## config.mk

```make
export PLATFORM = sky130hd
export DESIGN_NAME = jtdd_dwnld_flat
export DESIGN_NICKNAME = d
export VERILOG_FILES = /design/src/rtl/jtdd_dwnld_if.sv /design/src/rtl/jtdd_dwnld.sv /design/src/flat_wrapper.sv
export SDC_FILE = /design/constraint.sdc
export NUM_CORES = 1
export LEC_CHECK = 0
export ABC_AREA = 1
export CAP_MARGIN = 20
export CORE_ASPECT_RATIO = 1.5
export CORE_MARGIN = 5
export CORE_UTILIZATION = 44
export DETAILED_ROUTE_END_ITERATION = 10
export MAX_ROUTING_LAYER = met4
export PLACE_DENSITY_LB_ADDON = 0.08
export SKIP_CTS_REPAIR_TIMING = 1
export SYNTH_ARGS = -nofsm -noshare
export SYNTH_HDL_FRONTEND = slang
export SYNTH_SLANG_ARGS = --single-unit
```

## constraint.sdc

```tcl
create_clock -name clk -period 6.95 [get_ports clk]
set_input_delay 1.39 -clock clk [delete_from_list [all_inputs] [get_ports clk]]
set_output_delay 1.39 -clock clk [all_outputs]
set_load 0.02 [all_outputs]
```

## src/rtl/jtdd_dwnld_if.sv

```systemverilog
// Bundle of the download-stage signals: ioctl byte stream in, SDRAM/PROM programming out.
//   slave  : the download stage (jtdd_dwnld)
//   master : the ioctl source / SDRAM side driving it
interface jtdd_dwnld_if;
  logic        downloading;  // download in progress
  logic [21:0] ioctl_addr;   // byte offset in .rom file
  logic [7:0]  ioctl_data;   // download byte
  logic        ioctl_wr;     // one-cycle byte strobe
  logic [21:0] prog_addr;    // SDRAM word address, [7:0] doubles as PROM address
  logic [7:0]  prog_data;    // byte to write, [3:0] doubles as PROM data
  logic [1:0]  prog_mask;    // active-low byte-lane mask
  logic        prog_we;      // SDRAM request, held until sdram_ack
  logic        sdram_ack;    // SDRAM accepted current request
  logic        prom_we;      // one-cycle priority-PROM write pulse
  logic        dwnld_busy;   // download running or writes still pending
  logic        ovf;          // sticky: a byte was dropped on a full buffer

  modport master (
    output downloading, ioctl_addr, ioctl_data, ioctl_wr, sdram_ack,
    input  prog_addr, prog_data, prog_mask, prog_we, prom_we, dwnld_busy, ovf
  );

  modport slave (
    input  downloading, ioctl_addr, ioctl_data, ioctl_wr, sdram_ack,
    output prog_addr, prog_data, prog_mask, prog_we, prom_we, dwnld_busy, ovf
  );
endinterface

```

## src/rtl/jtdd_dwnld.sv

```systemverilog
// Download stage: relocates the byte-wide ioctl stream into SDRAM word writes and
// priority-PROM writes, decoupled from SDRAM acknowledge latency by a 2-entry buffer.
// Ports:
//   clk   : system clock
//   rst_n : asynchronous reset, active low
//   bus   : jtdd_dwnld_if.slave (ioctl stream in, prog_*/prom_we/busy/ovf out)
module jtdd_dwnld #(
  parameter logic [21:0] SCR_START  = 22'h06_0000,
  parameter logic [21:0] OBJ_START  = 22'h0A_0000,
  parameter logic [21:0] MCU_START  = 22'h12_0000,
  parameter logic [21:0] PROM_START = 22'h12_4000,
  parameter logic [21:0] SCR_ADDR   = 22'h06_0000,
  parameter logic [21:0] OBJ_ADDR   = 22'h08_0000,
  parameter logic [21:0] MCU_ADDR   = 22'h0C_0000
) (
  input logic         clk,
  input logic         rst_n,
  jtdd_dwnld_if.slave bus
);

  localparam logic [0:0] StIdle = 1'b0;
  localparam logic [0:0] StWait = 1'b1;

  typedef struct packed {
    logic [21:0] word;
    logic [7:0]  data;
    logic [1:0]  mask;
    logic        is_prom;
  } entry_t;

  function automatic logic [1:0] lane_mask(input logic high);
    return high ? 2'b01 : 2'b10;
  endfunction

  // Region offsets, truncated to the bits each region actually uses.
  logic [17:0] off_scr;
  logic [18:0] off_obj;
  logic [13:0] off_mcu;
  logic [7:0]  off_prom;
  entry_t      in_entry;
  logic        in_keep;

  always_comb begin
    off_scr  = 18'(bus.ioctl_addr - SCR_START);
    off_obj  = 19'(bus.ioctl_addr - OBJ_START);
    off_mcu  = 14'(bus.ioctl_addr - MCU_START);
    off_prom = 8'(bus.ioctl_addr - PROM_START);
    in_entry = '0;
    in_entry.data = bus.ioctl_data;
    in_entry.mask = 2'b11;
    in_keep  = 1'b1;
    if (bus.ioctl_addr < SCR_START) begin
      in_entry.word = {1'b0, bus.ioctl_addr[21:1]};
      in_entry.mask = lane_mask(bus.ioctl_addr[0]);
    end else if (bus.ioctl_addr < OBJ_START) begin
      in_entry.word = SCR_ADDR + {5'd0, off_scr[16:0]};
      in_entry.mask = lane_mask(off_scr[17]);
    end else if (bus.ioctl_addr < MCU_START) begin
      in_entry.word = OBJ_ADDR + {4'd0, off_obj[17:0]};
      in_entry.mask = lane_mask(off_obj[18]);
    end else if (bus.ioctl_addr < PROM_START) begin
      in_entry.word = MCU_ADDR + {8'd0, off_mcu};
      in_entry.mask = 2'b10;
    end else if (bus.ioctl_addr < PROM_START + 22'h100) begin
      in_entry.word    = {14'd0, off_prom};
      in_entry.is_prom = 1'b1;
    end else begin
      in_keep = 1'b0;
    end
  end

  logic        state_q;
  logic [21:0] prog_addr_q;
  logic [7:0]  prog_data_q;
  logic [1:0]  prog_mask_q;
  logic        prog_we_q, prom_we_q, ovf_q, dl_q;
  entry_t      mem_q [2];
  logic        rd_ptr_q, wr_ptr_q;
  logic [1:0]  cnt_q;

  logic   push_req, fifo_empty, fifo_full, pop, bypass, push, drop, load;
  entry_t load_entry;

  // A byte arriving while idle with nothing queued skips the buffer, so a PROM write
  // pulses one cycle after its strobe and order is preserved.
  always_comb begin
    push_req   = bus.downloading & bus.ioctl_wr & in_keep;
    fifo_empty = (cnt_q == 2'd0);
    fifo_full  = (cnt_q == 2'd2);
    pop        = (state_q == StIdle) & ~fifo_empty;
    bypass     = (state_q == StIdle) & fifo_empty & push_req;
    push       = push_req & ~bypass & (~fifo_full | pop);
    drop       = push_req & fifo_full & ~pop;
    load       = pop | bypass;
    load_entry = pop ? mem_q[rd_ptr_q] : in_entry;
  end

  always_ff @(posedge clk) begin
    if (push) mem_q[wr_ptr_q] <= in_entry;
  end

  always_ff @(posedge clk or negedge rst_n) begin
    if (!rst_n) begin
      rd_ptr_q <= 1'b0;
      wr_ptr_q <= 1'b0;
      cnt_q    <= 2'd0;
    end else begin
      if (push) wr_ptr_q <= ~wr_ptr_q;
      if (pop)  rd_ptr_q <= ~rd_ptr_q;
      unique case ({push, pop})
        2'b10:   cnt_q <= cnt_q + 2'd1;
        2'b01:   cnt_q <= cnt_q - 2'd1;
        default: ;
      endcase
    end
  end

  always_ff @(posedge clk or negedge rst_n) begin
    if (!rst_n) begin
      state_q     <= StIdle;
      prog_addr_q <= '0;
      prog_data_q <= '0;
      prog_mask_q <= 2'b11;
      prog_we_q   <= 1'b0;
      prom_we_q   <= 1'b0;
    end else begin
      prom_we_q <= 1'b0;
      if (state_q == StWait) begin
        if (bus.sdram_ack) begin
          prog_we_q   <= 1'b0;
          prog_mask_q <= 2'b11;
          state_q     <= StIdle;
        end
      end else if (load) begin
        prog_addr_q <= load_entry.word;
        prog_data_q <= load_entry.data;
        if (load_entry.is_prom) begin
          prom_we_q   <= 1'b1;
          prog_mask_q <= 2'b11;
        end else begin
          prog_we_q   <= 1'b1;
          prog_mask_q <= load_entry.mask;
          state_q     <= StWait;
        end
      end
    end
  end

  // ovf is cleared by a new download starting; a drop in the same cycle still wins.
  always_ff @(posedge clk or negedge rst_n) begin
    if (!rst_n) begin
      dl_q  <= 1'b0;
      ovf_q <= 1'b0;
    end else begin
      dl_q <= bus.downloading;
      if (drop) begin
        ovf_q <= 1'b1;
      end else if (bus.downloading && !dl_q) begin
        ovf_q <= 1'b0;
      end
    end
  end

  assign bus.prog_addr  = prog_addr_q;
  assign bus.prog_data  = prog_data_q;
  assign bus.prog_mask  = prog_mask_q;
  assign bus.prog_we    = prog_we_q;
  assign bus.prom_we    = prom_we_q;
  assign bus.ovf        = ovf_q;
  assign bus.dwnld_busy = bus.downloading | ~fifo_empty | (state_q == StWait);

endmodule
```

## src/flat_wrapper.sv

```systemverilog
// flat-port wrapper written by rule: the top's interface ports become plain ports
module jtdd_dwnld_flat 
#(
  parameter logic [21:0] SCR_START  = 22'h06_0000,
  parameter logic [21:0] OBJ_START  = 22'h0A_0000,
  parameter logic [21:0] MCU_START  = 22'h12_0000,
  parameter logic [21:0] PROM_START = 22'h12_4000,
  parameter logic [21:0] SCR_ADDR   = 22'h06_0000,
  parameter logic [21:0] OBJ_ADDR   = 22'h08_0000,
  parameter logic [21:0] MCU_ADDR   = 22'h0C_0000
)
  (clk, rst_n, bus_downloading, bus_ioctl_addr, bus_ioctl_data, bus_ioctl_wr, bus_sdram_ack, bus_prog_addr, bus_prog_data, bus_prog_mask, bus_prog_we, bus_prom_we, bus_dwnld_busy, bus_ovf);
  jtdd_dwnld_if bus_i ();
  input logic clk;
  input logic rst_n;
  input wire logic [$bits(bus_i.downloading)-1:0] bus_downloading;
  input wire logic [$bits(bus_i.ioctl_addr)-1:0] bus_ioctl_addr;
  input wire logic [$bits(bus_i.ioctl_data)-1:0] bus_ioctl_data;
  input wire logic [$bits(bus_i.ioctl_wr)-1:0] bus_ioctl_wr;
  input wire logic [$bits(bus_i.sdram_ack)-1:0] bus_sdram_ack;
  output wire logic [$bits(bus_i.prog_addr)-1:0] bus_prog_addr;
  output wire logic [$bits(bus_i.prog_data)-1:0] bus_prog_data;
  output wire logic [$bits(bus_i.prog_mask)-1:0] bus_prog_mask;
  output wire logic [$bits(bus_i.prog_we)-1:0] bus_prog_we;
  output wire logic [$bits(bus_i.prom_we)-1:0] bus_prom_we;
  output wire logic [$bits(bus_i.dwnld_busy)-1:0] bus_dwnld_busy;
  output wire logic [$bits(bus_i.ovf)-1:0] bus_ovf;
  assign bus_i.downloading = bus_downloading;
  assign bus_i.ioctl_addr = bus_ioctl_addr;
  assign bus_i.ioctl_data = bus_ioctl_data;
  assign bus_i.ioctl_wr = bus_ioctl_wr;
  assign bus_i.sdram_ack = bus_sdram_ack;
  assign bus_prog_addr = bus_i.prog_addr;
  assign bus_prog_data = bus_i.prog_data;
  assign bus_prog_mask = bus_i.prog_mask;
  assign bus_prog_we = bus_i.prog_we;
  assign bus_prom_we = bus_i.prom_we;
  assign bus_dwnld_busy = bus_i.dwnld_busy;
  assign bus_ovf = bus_i.ovf;
  jtdd_dwnld #(.SCR_START(SCR_START), .OBJ_START(OBJ_START), .MCU_START(MCU_START), .PROM_START(PROM_START), .SCR_ADDR(SCR_ADDR), .OBJ_ADDR(OBJ_ADDR), .MCU_ADDR(MCU_ADDR)) u_core (.clk(clk), .rst_n(rst_n), .bus(bus_i));
endmodule
```

Word level (Yosys, flattened, before mapping)
Memory sizes are Yosys's and may differ from the RTL's.
Index checks and enable logic that the tools add are counted.
{ "classes": {"bitwise_logic": 20, "magnitude_cmp": 5, "mux": 42, "addsub": 9, "reduce_logical": 9, "eq_ne": 5} }
{ "ops": {"columns": ["cell", "n"], "rows": [
  ["$mux 22", 4],
  ["$lt 22x21->1 const B", 3],
  ["$mux 33", 1],
  ["$mux 1", 25],
  ["$lt 22x19->1 const B", 1],
  ["$lt 22x20->1 const B", 1],
  ["$add 20x14->21 const A", 1],
  ["$add 20x18->21 const A", 1],
  ["$add 19x17->20 const A", 1],
  ["$mux 2", 10],
  ["$sub 19x18->19 const B", 1],
  ["$sub 18x18->18 const B", 1],
  ["$sub 14x1->14 const B", 1],
  ["$and 1x1->1", 9],
  ["$mux 8", 1],
  ["$sub 8x1->8 const B", 1],
  ["$not 1->1", 7],
  ["$reduce_bool 2->1", 3],
  ["$eq 2x2->1 const B", 2],
  ["$or 1x1->1", 4],
  ["$pmux 2 s2", 1],
  ["$reduce_and 2->1", 2],
  ["$reduce_and 3->1", 1],
  ["$add 2x1->2 const B", 1],
  ["other kinds (7)", 7]
]} }
{ "word_totals": {"inputBits": 35, "n_memories": 1, "ramBits": 66, "register_bits": 41, "elab_cells": 102} }
{ "memory_table": {"columns": ["memory", "words", "width", "read_ports", "rd_ports_with_merged_regs", "wr", "line", "source"], "rows": [
  ["u_core.mem_q", 2, 33, 1, 0, 1, "jtdd_dwnld.sv:77", "entry_t mem_q [2];"]
]} }

Longest topological paths before layout
Gate-level depths: netlist of run 1.
{ "logic_depth": {"ltp_word": 13, "mapped_depth": 13, "ltp_nobuf": 13} }

Least setup slack after synthesis of run 1
Ideal clock, no wire load.
{ "synth_path": {"path_type": "input-to-reg", "startpoint": "input port bus_ioctl_addr[19]", "endpoint": "memory u_core.mem_q[0][0] in the netlist's numbering, enable pin", "t_required_ps": 6529, "path_slack_ps": 2847, "stages": 10, "arrival_ps": 3682, "cell_sequence": "nor2_1 -> nand2_1 -> nand2_2 -> inv_2 -> nor2_2 -> nand2_1 -> buf_2 -> nor3_1 -> nand2_1 -> nor2_1"} }
{ "synth_via": {"elab_chain_cells": 13, "elab_cells_between_ends": 17, "cone_classes": "5 x order compare; 7 x mux; 5 x bitwise"} }
{ "synth_rtl": {"columns": ["element", "line", "source"], "rows": [
  ["start, declared", "flat_wrapper.sv:17", "input wire logic [$bits(bus_i.ioctl_addr)-1:0] bus_ioctl_addr;"],
  ["$lt 22x21->1", "jtdd_dwnld.sv:64", "end else if (bus.ioctl_addr < PROM_START + 22'h100) begin"],
  ["$mux 1", "jtdd_dwnld.sv:64", null],
  ["$mux 1", "jtdd_dwnld.sv:61", "end else if (bus.ioctl_addr < PROM_START) begin"],
  ["$mux 1", "jtdd_dwnld.sv:58", "end else if (bus.ioctl_addr < MCU_START) begin"],
  ["$mux 1", "jtdd_dwnld.sv:55", "end else if (bus.ioctl_addr < OBJ_START) begin"],
  ["$mux 1 *", "jtdd_dwnld.sv:52", "if (bus.ioctl_addr < SCR_START) begin"],
  ["$and 1x1->1 *", "jtdd_dwnld.sv:87", "push_req = bus.downloading & bus.ioctl_wr & in_keep;"],
  ["$and 1x1->1", "jtdd_dwnld.sv:91", "bypass = (state_q == StIdle) & fifo_empty & push_req;"],
  ["$not 1->1", "jtdd_dwnld.sv:92", "push = push_req & ~bypass & (~fifo_full | pop);"],
  ["$and 1x1->1 * (2 in series)", "jtdd_dwnld.sv:92", null],
  ["$mux 1 *", "jtdd_dwnld.sv:99", "if (push) mem_q[wr_ptr_q] <= in_entry;"],
  ["$mux 1 (implied by the code) *", "jtdd_dwnld.sv:99", null],
  ["end, declared", "jtdd_dwnld.sv:77", null]
]} }
Mark *: on every way between the ends. The rest lies on a longest branch, timed or not.

Worst setup path after layout of run 1
{ "layout_path": {"startpoint": "input port bus_downloading", "endpoint": "output port bus_dwnld_busy"} }
{ "layout_via": {"elab_chain_cells": 2} }
{ "layout_rtl": {"columns": ["element", "line", "source"], "rows": [
  ["start, declared", "flat_wrapper.sv:16", "input wire logic [$bits(bus_i.downloading)-1:0] bus_downloading;"],
  ["$or 1x1->1 (2 in series)", "jtdd_dwnld.sv:170", "assign bus.dwnld_busy = bus.downloading | ~fifo_empty | (state_q == StWait);"],
  ["end, declared", "flat_wrapper.sv:26", "output wire logic [$bits(bus_i.dwnld_busy)-1:0] bus_dwnld_busy;"]
]} }
Every way passes these cells.

==> results of run 1 <==
==> metal layers <==
| layer | track usage, % | share of wire [%] | up-vias |
|---|---|---|---|
| met5 | - | 0 | - |
| met4 | 4.82 | 1.0 | 0 |
| met3 | 2.92 | 4.3 | 9 |
| met2 | 29.0 | 50 | 70 |
| met1 | 22.1 | 45 | 1642 |
| li1 | - | - | 1771 |
==> worst min-delay path by stage <==
stage                                              startpoint                                  end  slack, ns  depth (start not counted)
after floorplan                         u_core.dl_q$_DFF_PN0_           u_core.bus.ovf$_DFFE_PN0P_       0.45                          2
after global placement    u_core.bus.prog_data[2]$_DFFE_PN0P_  u_core.bus.prog_data[2]$_DFFE_PN0P_       0.45                          2
after detailed placement  u_core.bus.prog_addr[8]$_DFFE_PN0P_  u_core.bus.prog_addr[8]$_DFFE_PN0P_       0.46                          2
after CTS                 u_core.bus.prog_addr[8]$_DFFE_PN0P_  u_core.bus.prog_addr[8]$_DFFE_PN0P_       0.47                          2
after global routing      u_core.bus.prog_addr[8]$_DFFE_PN0P_  u_core.bus.prog_addr[8]$_DFFE_PN0P_       0.49                          2
final                     u_core.bus.prog_data[6]$_DFFE_PN0P_  u_core.bus.prog_data[6]$_DFFE_PN0P_       0.47                          2
==> layout make-up <==
cell class                      instances  area (sq um)  share of cell area, %
Sequential cell                       104          2930                   49.9
Multi-Input combinational cell        352          1600                   27.2
Timing Repair Buffer                   74           736                   12.6
Clock buffer                           14           297                   5.06
Tap cell                              144           180                   3.07
Inverter                               25          96.3                   1.64
Clock inverter                          1          30.0                  0.512
==> layout by cell type, fill, tap and decap left out, types with 5 or more instances in the layout <==
cell	n
o21ai_1	6
o21ai_2	8
dfrtp_1	38
nand2_1	204
edfxtp_1	64
clkbuf_16	11
nor2_1	39
inv_1	20
o21ai_0	15
a21oi_1	19
clkdlybuf4s50_1	68
or2_2	5
nand3_1	18
o31ai_1	9
==> kinds of logic after synthesis <==
family          after synthesis  share of synthesized area (%)
flops                       104                           61.7
buf+inv                      48                           5.07
other cells                   1                         0.0791
fa+ha+maj                     1                          0.264
simple gates                282                           24.0
compound gates               62                           8.08
xor+xnor                      4                          0.740
==> critical path: cells and delay by family <==
kind | cells | cell delay, ns
buf+inv | 3 | 1.16
simple gates | 1 | 0.06
==> power by group through the flow <==
| stage | Clock, mW | Sequential, mW | Combinational, mW |
|---|---|---|---|
| 2_1_floorplan | 0 | 0.967 | 0.580 |
| 3_3_place_gp | 0 | 0.863 | 1.01 |
| 3_5_place_dp | 0 | 0.867 | 1.02 |
| 4_1_cts | 0.552 | 0.855 | 1.03 |
| 5_1_grt | 0.575 | 0.868 | 1.12 |
| 6_report | 0.542 | 0.854 | 1.01 |
==> cells in the mapped netlist (2+ instances only) <==
master	instances	area [sq um]
buf_6	6	67.6
nand2_1	204	766
clkbuf_1	13	48.8
nor2_4	2	22.5
xor2_1	3	26.3
nand2_2	2	12.5
nor3_1	4	20.0
dfrtp_1	38	951
nor2_2	3	18.8
nand3_1	18	90.1
o31ai_1	9	67.6
o21ai_2	8	70.1
o21ai_1	6	30.0
buf_4	3	22.5
o211ai_1	2	15.0
inv_2	4	15.0
o21ai_0	15	75.1
dfstp_2	2	52.6
o211a_1	3	30.0
or2_2	5	31.3
nor2_1	41	154
edfxtp_1	64	1920
a21oi_1	19	95.1
inv_1	20	75.1
==> registers in the layout, indices dropped and copies added, names as in the netlist <==
name                  count
u_core.cnt_q              2
u_core.wr_ptr_q           1
u_core.state_q            1
u_core.bus.prog_addr     21
u_core.bus.prom_we        1
u_core.bus.prog_mask      2
u_core.bus.prog_data      8
u_core.dl_q               1
u_core.mem_q             64
u_core.rd_ptr_q           1
u_core.bus.prog_we        1
u_core.bus.ovf            1
==> results.yml, run 1 <==
outcome:
  status: "finished clean"
detailed_routing:
  vias: 3492
  remaining_drc_errors: 0
  vias_per_cell: 4.89
  firstDrtPassIters: 4
  drt_iter0_markers: 177
  drt_wl_total_um: 10700
  ant_nets: 0
  wire_per_inst_um: 15.0
global_routing:
  grt_start_max_net_pins: 45
  grt_usage_pct: 17.5
  gr-total-overflow: 0
  grt_pass1_wl_um: 17000
  antenna_found_initial: 0
  grt_pass1_vias: 3390
floorplan:
  core-area_sq_um: 10600
  dieArea_sq_um: 13000
  start_util_pct: 44.7
  die_w_um: 94.7
  row_count: 46
  die_y_um: 137
  ios: 71
placed_design:
  place_area_sq_um: 5510
  numPortBuffers: 69
  post-dp-hpwl_um: 7010
  dp_cells: 698
  pre_cts_ws_ns: 2.58
  place_congestion: 0.903
power:
  clock_power_share_pct: 22.5
  ir_drop_mv: 0.188
  pwr-share-comb_pct: 42.0
  p_seq_share_pct: 35.5
  power_density_nw_per_um2: 410
  p_switching_uw: 906
  total_power_mw: 2.41
  switching_share_pct: 37.7
  p_leak_nw: 2.48
  internal_power_mw: 1.50
critical_path:
  critical_path_class: "input pin to output port"
  r2r_slack_ns: 4.59
  timing.rr.start: "u_core.cnt_q[0]$_DFFE_PN0P_"
  r2r-end: "u_core.bus.prog_mask[0]$_DFFE_PN1P_"
  crit_required_ns: 5.56
  worstSetupStartpointType: "input pin"
  crit_path_frequent_cell: "clkdlybuf4s50_1"
  ff2ff_path_depth: 10
  cp_slowest_cell: "clkdlybuf4s50_1"
  crit_chain: "clkdlybuf4s50_1 -> inv_1 -> nand2_1 -> clkdlybuf4s50_1"
  crit_arrival_ns: 2.61
  max_stage_delay_ns: 0.59
  setup.worst_path.end: "bus_dwnld_busy"
  crit_fanout: 3
  setup.worst_path.end_class: "output port"
  crit_start: "bus_downloading"
yosys:
  syn_avg_cell_area_sq_um: 9.44
  yosys_warnings: 0
  ys_ff_latch: 104
  synth_cell_type_count: 32
  syn_area_sq_um: 4740
  synth_edf_count: 64
  synthArstFlopShare_pct: 38.5
  synthCells: 502
  synth-seq-area-share_pct: 61.7
  synth_ff_type: "edfxtp_1"
clock_network:
  cts.path.max_buffers: 2
  cts_made_buffers: 9
  cts_tree: "done"
  worstSkewPairLatency_ns: 0.34
  path_clk_slew_ns: 0.06
  cts_sinks: 104
  root_buffer: "clkbuf_16"
  h-tree-depth: 3
sta:
  fin_skew_ns: 0.00489
  fmax_ghz: 0.250
  hold_viol: 0
  period_minus_slack_ns: 4.00
  finalWorstSetupSlack_ns: 2.95
  setup_violations: 0
  hold_ws_ns: 0.468
  rsz0062_at_grt: "no"
  post-route-period-util_pct: 57.6
  fin_setup_tns_ns: 0
  max-slew-margin-rel_pct: 33.6
  slew_violations: 0
  worst_slew_pin_slew_ns: 0.994
cells_and_area:
  area_delta_synth_final_pct: 23.7
  final_cell_area_sq_um: 5860
  fin_nets: 602
  fillerInstances: 1019
  stdcell_count: 714
  antenna_cells: 0
  drive_above_1_share_pct: 8.60
  final_util_pct: 55.3
worst_hold_path:
  hp-class: "register to register"
flow_run:
  cap_violations: 0
Note: power is estimated with default switching activity, not from simulation.
==> run 2, diff against run 1 <==
==> constraint.sdc (replaced) <==
create_clock -name clk -period 3.5 [get_ports clk]
set_input_delay 0.7 -clock clk [delete_from_list [all_inputs] [get_ports clk]]
set_output_delay 0.7 -clock clk [all_outputs]
set_load 0.02 [all_outputs]
==> results.yml, run 2 (synthesis results as in run 1) <==
outcome:
  status: "finished clean"
sta:
  worst_slew_pin_slew_ns: 0.963
  setup_violations: 0
  hold_ws_ns: 0.470
  fin_skew_ns: 0.00876
  hold_viol: 0
  rsz0062_at_grt: "no"
  fmax_ghz: 0.372
  period_minus_slack_ns: 2.69
  max-slew-margin-rel_pct: 35.8
  post-route-period-util_pct: 76.8
  fin_setup_tns_ns: 0
  slew_violations: 0
  finalWorstSetupSlack_ns: 0.811
cells_and_area:
  multiInputGateArea_sq_um: 1600
  antenna_cells: 0
  fin_nets: 606
  drive_above_1_share_pct: 9.39
  fillerInstances: 1021
  ff_latch_area_sq_um: 2930
  area_delta_synth_final_pct: 23.7
  mostFrequentLayoutCells: "nand2_1 (204), clkdlybuf4s50_1 (68), edfxtp_1 (64)"
  max_flop_register: "u_core.mem_q"
  largest_reg_flops: 64
  final_common_cell: "nand2_1"
  final_util_pct: 55.4
critical_path:
  r2r_slack_ns: 1.24
  crit_fanout: 5
  crit_start: "bus_ioctl_addr[20]"
  crit_buf_inv: 3
  crit_chain: "clkdlybuf4s50_1 -> nor2_4 -> inv_2 -> nand2_2 -> inv_2 -> nor2_2 -> nand2_1 -> nor3_1 -> nand2_1 -> ha_1 -> a21oi_1 -> o21ai_0 -> xor2_1"
  crit_required_ns: 3.72
  critical_path_class: "input pin to register"
  max_stage_delay_ns: 0.51
  path_delay_family: "simple AND/OR/NAND/NOR gates"
  cp_slowest_cell: "clkdlybuf4s50_1"
  setup.worst_path.end_class: "register"
  worstSetupStartpointType: "input pin"
  crit_arrival_ns: 2.91
  timing.rr.start: "u_core.cnt_q[0]$_DFFE_PN0P_"
power:
  p_leak_nw: 2.49
  ir_drop_mv: 0.326
  total_power_mw: 4.73
  power_density_nw_per_um2: 807
floorplan:
  core-area_sq_um: 10600
  die_w_um: 94.7
  die_y_um: 137
  ios: 71
  row_count: 46
  dieArea_sq_um: 13000
  start_util_pct: 44.7
global_routing:
  grt_usage_pct: 18.3
  grt_start_max_net_pins: 45
  grt_pass1_wl_um: 17600
  grt_pass1_vias: 3548
  antenna_found_initial: 0
  gr-total-overflow: 0
detailed_routing:
  remaining_drc_errors: 0
  vias_per_cell: 4.95
  wire_per_inst_um: 15.1
  firstDrtPassIters: 4
  ant_nets: 0
  drt_wl_total_um: 10900
  drt_iter0_markers: 189
  vias: 3556
clock_network:
  worstSkewPairLatency_ns: 0.34
  cts_tree: "done"
  cts.path.max_buffers: 2
  cts_sinks: 104
  path_clk_slew_ns: 0.07
  root_buffer: "clkbuf_16"
  h-tree-depth: 3
  cts_made_buffers: 9
placed_design:
  numPortBuffers: 69
  post-dp-hpwl_um: 7420
  pre_cts_ws_ns: 0.439
  place_congestion: 0.826
flow_run:
  cap_violations: 0
worst_hold_path:
  hp-class: "register to register"
  hold_start: "u_core.bus.prog_addr[8]$_DFFE_PN0P_"
## run 2: changes by cell type in the layout (fill, tap and decap cells not counted), sizes merged
| cell | delta |
|---|---|
| clkinv | +4 |
| buf | +4 |
| clkbuf | -3 |
## run 2: path summary, 6_finish.rpt
check                                                  endpoint  cells after the start
max                                 u_core.cnt_q[1]$_DFFE_PN0P_                     13
min                         u_core.bus.prog_addr[8]$_DFFE_PN0P_                      2
max reg2reg                 u_core.bus.prog_mask[0]$_DFFE_PN1P_                      8
min reg2reg                 u_core.bus.prog_addr[8]$_DFFE_PN0P_                      2
max in group asynchronous  u_core.bus.prog_addr[14]$_DFFE_PN0P_                      1
min in group asynchronous   u_core.bus.prog_addr[8]$_DFFE_PN0P_                      1
## run 2: worst reg2reg max path, stage by stage, from the launching register on
cell and delay, ns:
dfrtp_1 0.43, nor2_1 0.17, nor2_2 0.06, inv_1 0.47
nand2_4 0.29, inv_4 0.45, nand2_1 0.17, nand2_1 0.10
nand2_1 0.05
## run 2: final cells by class
class / count / share of cell area, %
clock buffer: 11 / 4.14
clock inverter: 5 / 0.961
inverter: 25 / 1.64
multi-input combinational: 352 / 27.2
sequential: 104 / 49.9
tap: 144 / 3.07
timing repair buffer: 78 / 13.1
## run 2: where the power goes
group	switching (mW)	total (mW)	leakage [nW]	internal, mW
combinational	1.28	2.02	1.26	0.747
sequential	0.119	1.70	1.08	1.58
clock	0.437	1.01	0.147	0.574
total	1.83	4.73	2.49	2.90
## run 2: metal layers
layer / routed length, um / vias to the layer above / global-route usage (%)
met3: 521 / 13 / 3.36
met4: 231 / 0 / 6.74
met1: 4610 / 1687 / 22.2
met5: 0 / - / -
met2: 5500 / 84 / 30.4
li1: - / 1772 / -
## run 2: through the flow
stage / area (sq um) / std cells
3_3_place_gp: 5560 / 703
6_report: 5860 / 719
4_1_cts: 5860 / 719
5_1_grt: 5860 / 719
3_5_place_dp: 5560 / 703
2_1_floorplan: 4750 / 504
==> RTL change (flow settings as in run 2) <==
Make the reset (`rst_n`) synchronous in 3 clocked blocks. Comments in the files are not updated.
--- a/src/rtl/jtdd_dwnld.sv
+++ b/src/rtl/jtdd_dwnld.sv
@@ -100,5 +100,5 @@
   end
 
-  always_ff @(posedge clk or negedge rst_n) begin
+  always_ff @(posedge clk) begin
     if (!rst_n) begin
       rd_ptr_q <= 1'b0;
@@ -116,5 +116,5 @@
   end
 
-  always_ff @(posedge clk or negedge rst_n) begin
+  always_ff @(posedge clk) begin
     if (!rst_n) begin
       state_q     <= StIdle;
@@ -148,5 +148,5 @@
 
   // ovf is cleared by a new download starting; a drop in the same cycle still wins.
-  always_ff @(posedge clk or negedge rst_n) begin
+  always_ff @(posedge clk) begin
     if (!rst_n) begin
       dl_q  <= 1'b0;
Formal check against the unedited RTL: differs if rst_n is asserted again (counterexample within 4 cycles, from zero or initial values and one cycle with rst_n low); with rst_n held inactive, the same outputs for 4 cycles.
==> RTL change against run 2 <==
- sequential cell count rose by 1
- core utilization up 0.053 points
- area after synthesis fell by 0.63%
- routed wire length is 6.6% higher
- setup slack improved by 0.058 ns
- sequential power decreased by 5%
- total power shrank 6.7%
- largest power group unchanged
- die area fell by 0.58%
- via count is 6.9% higher
- critical endpoint is now u_core.mem_q[0][12]
- final area down 0.45%
- clock power about the same
- first-iteration DRC count decreased by 4.8%
- critical path depth shrank 2
- critical path type unchanged
==> RTL change: results (changes against run 2) <==
Clock tree
  – Worst-Skew Late Latency: roughly 0.35 ns
  – Clk buf depth: 2 (unchanged)
  – Clock Pin Slew Worst Setup and Hold Paths: 0.07 ns (about the same)
  – CTS Buf Count: 9 (unchanged)
  – Clock root cell: clkbuf_16

Finish
  – Share of cells above drive strength 1: 0.0758 (-0.0181)
  – Number of filler cells placed in the layout: 1,008 (-1.3%)
  – Largest Register: u_core.mem_q
  – # nets final: 651 (+7.4%)

Logic synthesis
  – Yosys cell types: 34 (+6.3%)
  – Syn_area_per_cell: 8.64 um^2 (-8.5%)
  – Sequential area share after synthesis: 0.583 (-0.0349)
  – Asr flop ratio synth: 0 (-0.385)
  – Post-synth EDFFs: 64 (unchanged)
  – Dominant cells by area after synthesis: edfxtp_1 41%, dfxtp_1 17%, nand2_1 14%
  – Post-synth top cells: 173 x nand2_1, 91 x nor2_1, 64 x edfxtp_1, 45 x o21ai_0, 41 x dfxtp_1

Placement
  – Pre-CTS setup slack: 0.482 ns (+0.0426 ns)
  – Total placed cells including tap cells: 748 (+6.4%)
  – DP Wirelength: 7830 um (+5.5%)
  – Area after DPL: 0.00554 mm^2 (-0.43%)
  – GP Congestion: 0.812 (-1.7%)

Setup path
  – Largest stage delay, worst path: about 0.50 ns
  – Critical path's top delay family: buffers and inverters
  – Worst path arrival time: 2.64 ns (-0.27 ns)
  – Max FO, Critical Path: 26 (+21)

Global routing
  – Total Routing Usage GR: 0.195 (+0.0120)
  – Met1 usage: 0.229 (+0.00688)
  – M2 GR Usage: 0.338 (+0.0336)
  – First-pass GRT wire length: 18,800 um (+6.8%)
  – Largest net degree at the start of global routing: 33 (-27%)
  – Vias in the first global route: 3,800 (+7.1%)
  – GR Layer Usage met3: 0.0363 (+0.00275)
  – Busiest grt layer: met2
  – Initial antenna violation count: 0 (unchanged)

Routing
  – Met3 WL post-DR: 646 um (+24%)
  – Via/cell ratio: 4.97 (+0.57%)
  – Post-Route M1 WL: 4760 um (+3.3%)
  – Detailed-route wire length per cell: 15.2 um (+0.34%)
  – Drt first pass iters: 4 (unchanged)
  – Initial DRC Count: 180 (-4.8%)
  – Met2 WL: 6050 um (+9.9%)
  – Final wirelength: 11,600 um (+6.6%)
  – Max layer used: met4
  – Residual DRC: 0 (unchanged)

Status
  – Status: complete, no violations

Power and ir drop
  – P_comb: 1.78 mW (-12%)
  – Clk pwr share: 0.229 (+0.015)
  – Switch share: 0.380 (-0.00816)
  – Flop pwr share: 0.367 (+0.009)
  – Maximum VDD drop: 0.000302 V (-7.4%)
  – Static Leak: 2.46 nW (-1.2%)

STA
  – Worst-margin pin slew: 0.612 ns (-0.350 ns)
  – Layout Skew: 0.00956 ns (+0.000799 ns)
-- RTL change: cell types whose count changed in the layout (fill, tap and decap cells not counted), sizes merged, moves of 11 or more --
cell / delta
a31oi: +13
nand2: -32
dfxtp: +41
o21ai: +17
dfrtp: -38
inv: +12
nor2: +48
a21oi: -11
-- RTL change: area by class of cell --
cell class | instances | area [um^2] | share of cell area
Multi-Input combinational cell | 380 | 1690 | 0.289
Inverter | 37 | 139 | 0.0238
Clock inverter | 6 | 67.6 | 0.0116
Timing Repair Buffer | 82 | 788 | 0.135
Clock buffer | 10 | 229 | 0.0392
Sequential cell | 105 | 2740 | 0.470
Tap cell | 144 | 180 | 0.0309
-- RTL change: cells by family (layout without fill, tap and decap cells) --
group                    count (synthesis)  after routing  share of synthesized area
AND/OR/NAND/NOR                        297            297                      0.259
flip-flops                             105            105                      0.583
AO/OA/AOI/OAI                           78             78                     0.0917
buffers and inverters                   62            135                     0.0614
adder cells (fa/ha/maj)                  1              1                    0.00266
other                                    1              3                   0.000796
multiplexers                             1              1                    0.00213
-- RTL change: worst reg2reg max path, cell delays in order (launching register included) --
cell and delay [ns]:
dfxtp_1 0.36, nor2_1 0.19, nor2_2 0.06, inv_2 0.27
buf_4 0.39, nand2_1 0.11, nand2_1 0.17, nand2_1 0.11
a21oi_1 0.13
-- RTL change: worst paths after layout --
kind / start / to / slack (ns) / cells past startpoint
hold / removal: u_core.rd_ptr_q / u_core.rd_ptr_q / 0.45 / 1
setup / recovery: bus_ioctl_addr[20] / u_core.mem_q[0][12] / 0.87 / 11
hold reg to reg: u_core.rd_ptr_q / u_core.rd_ptr_q / 0.45 / 1
setup reg to reg: u_core.cnt_q[0] / u_core.bus.prog_we / 1.64 / 8
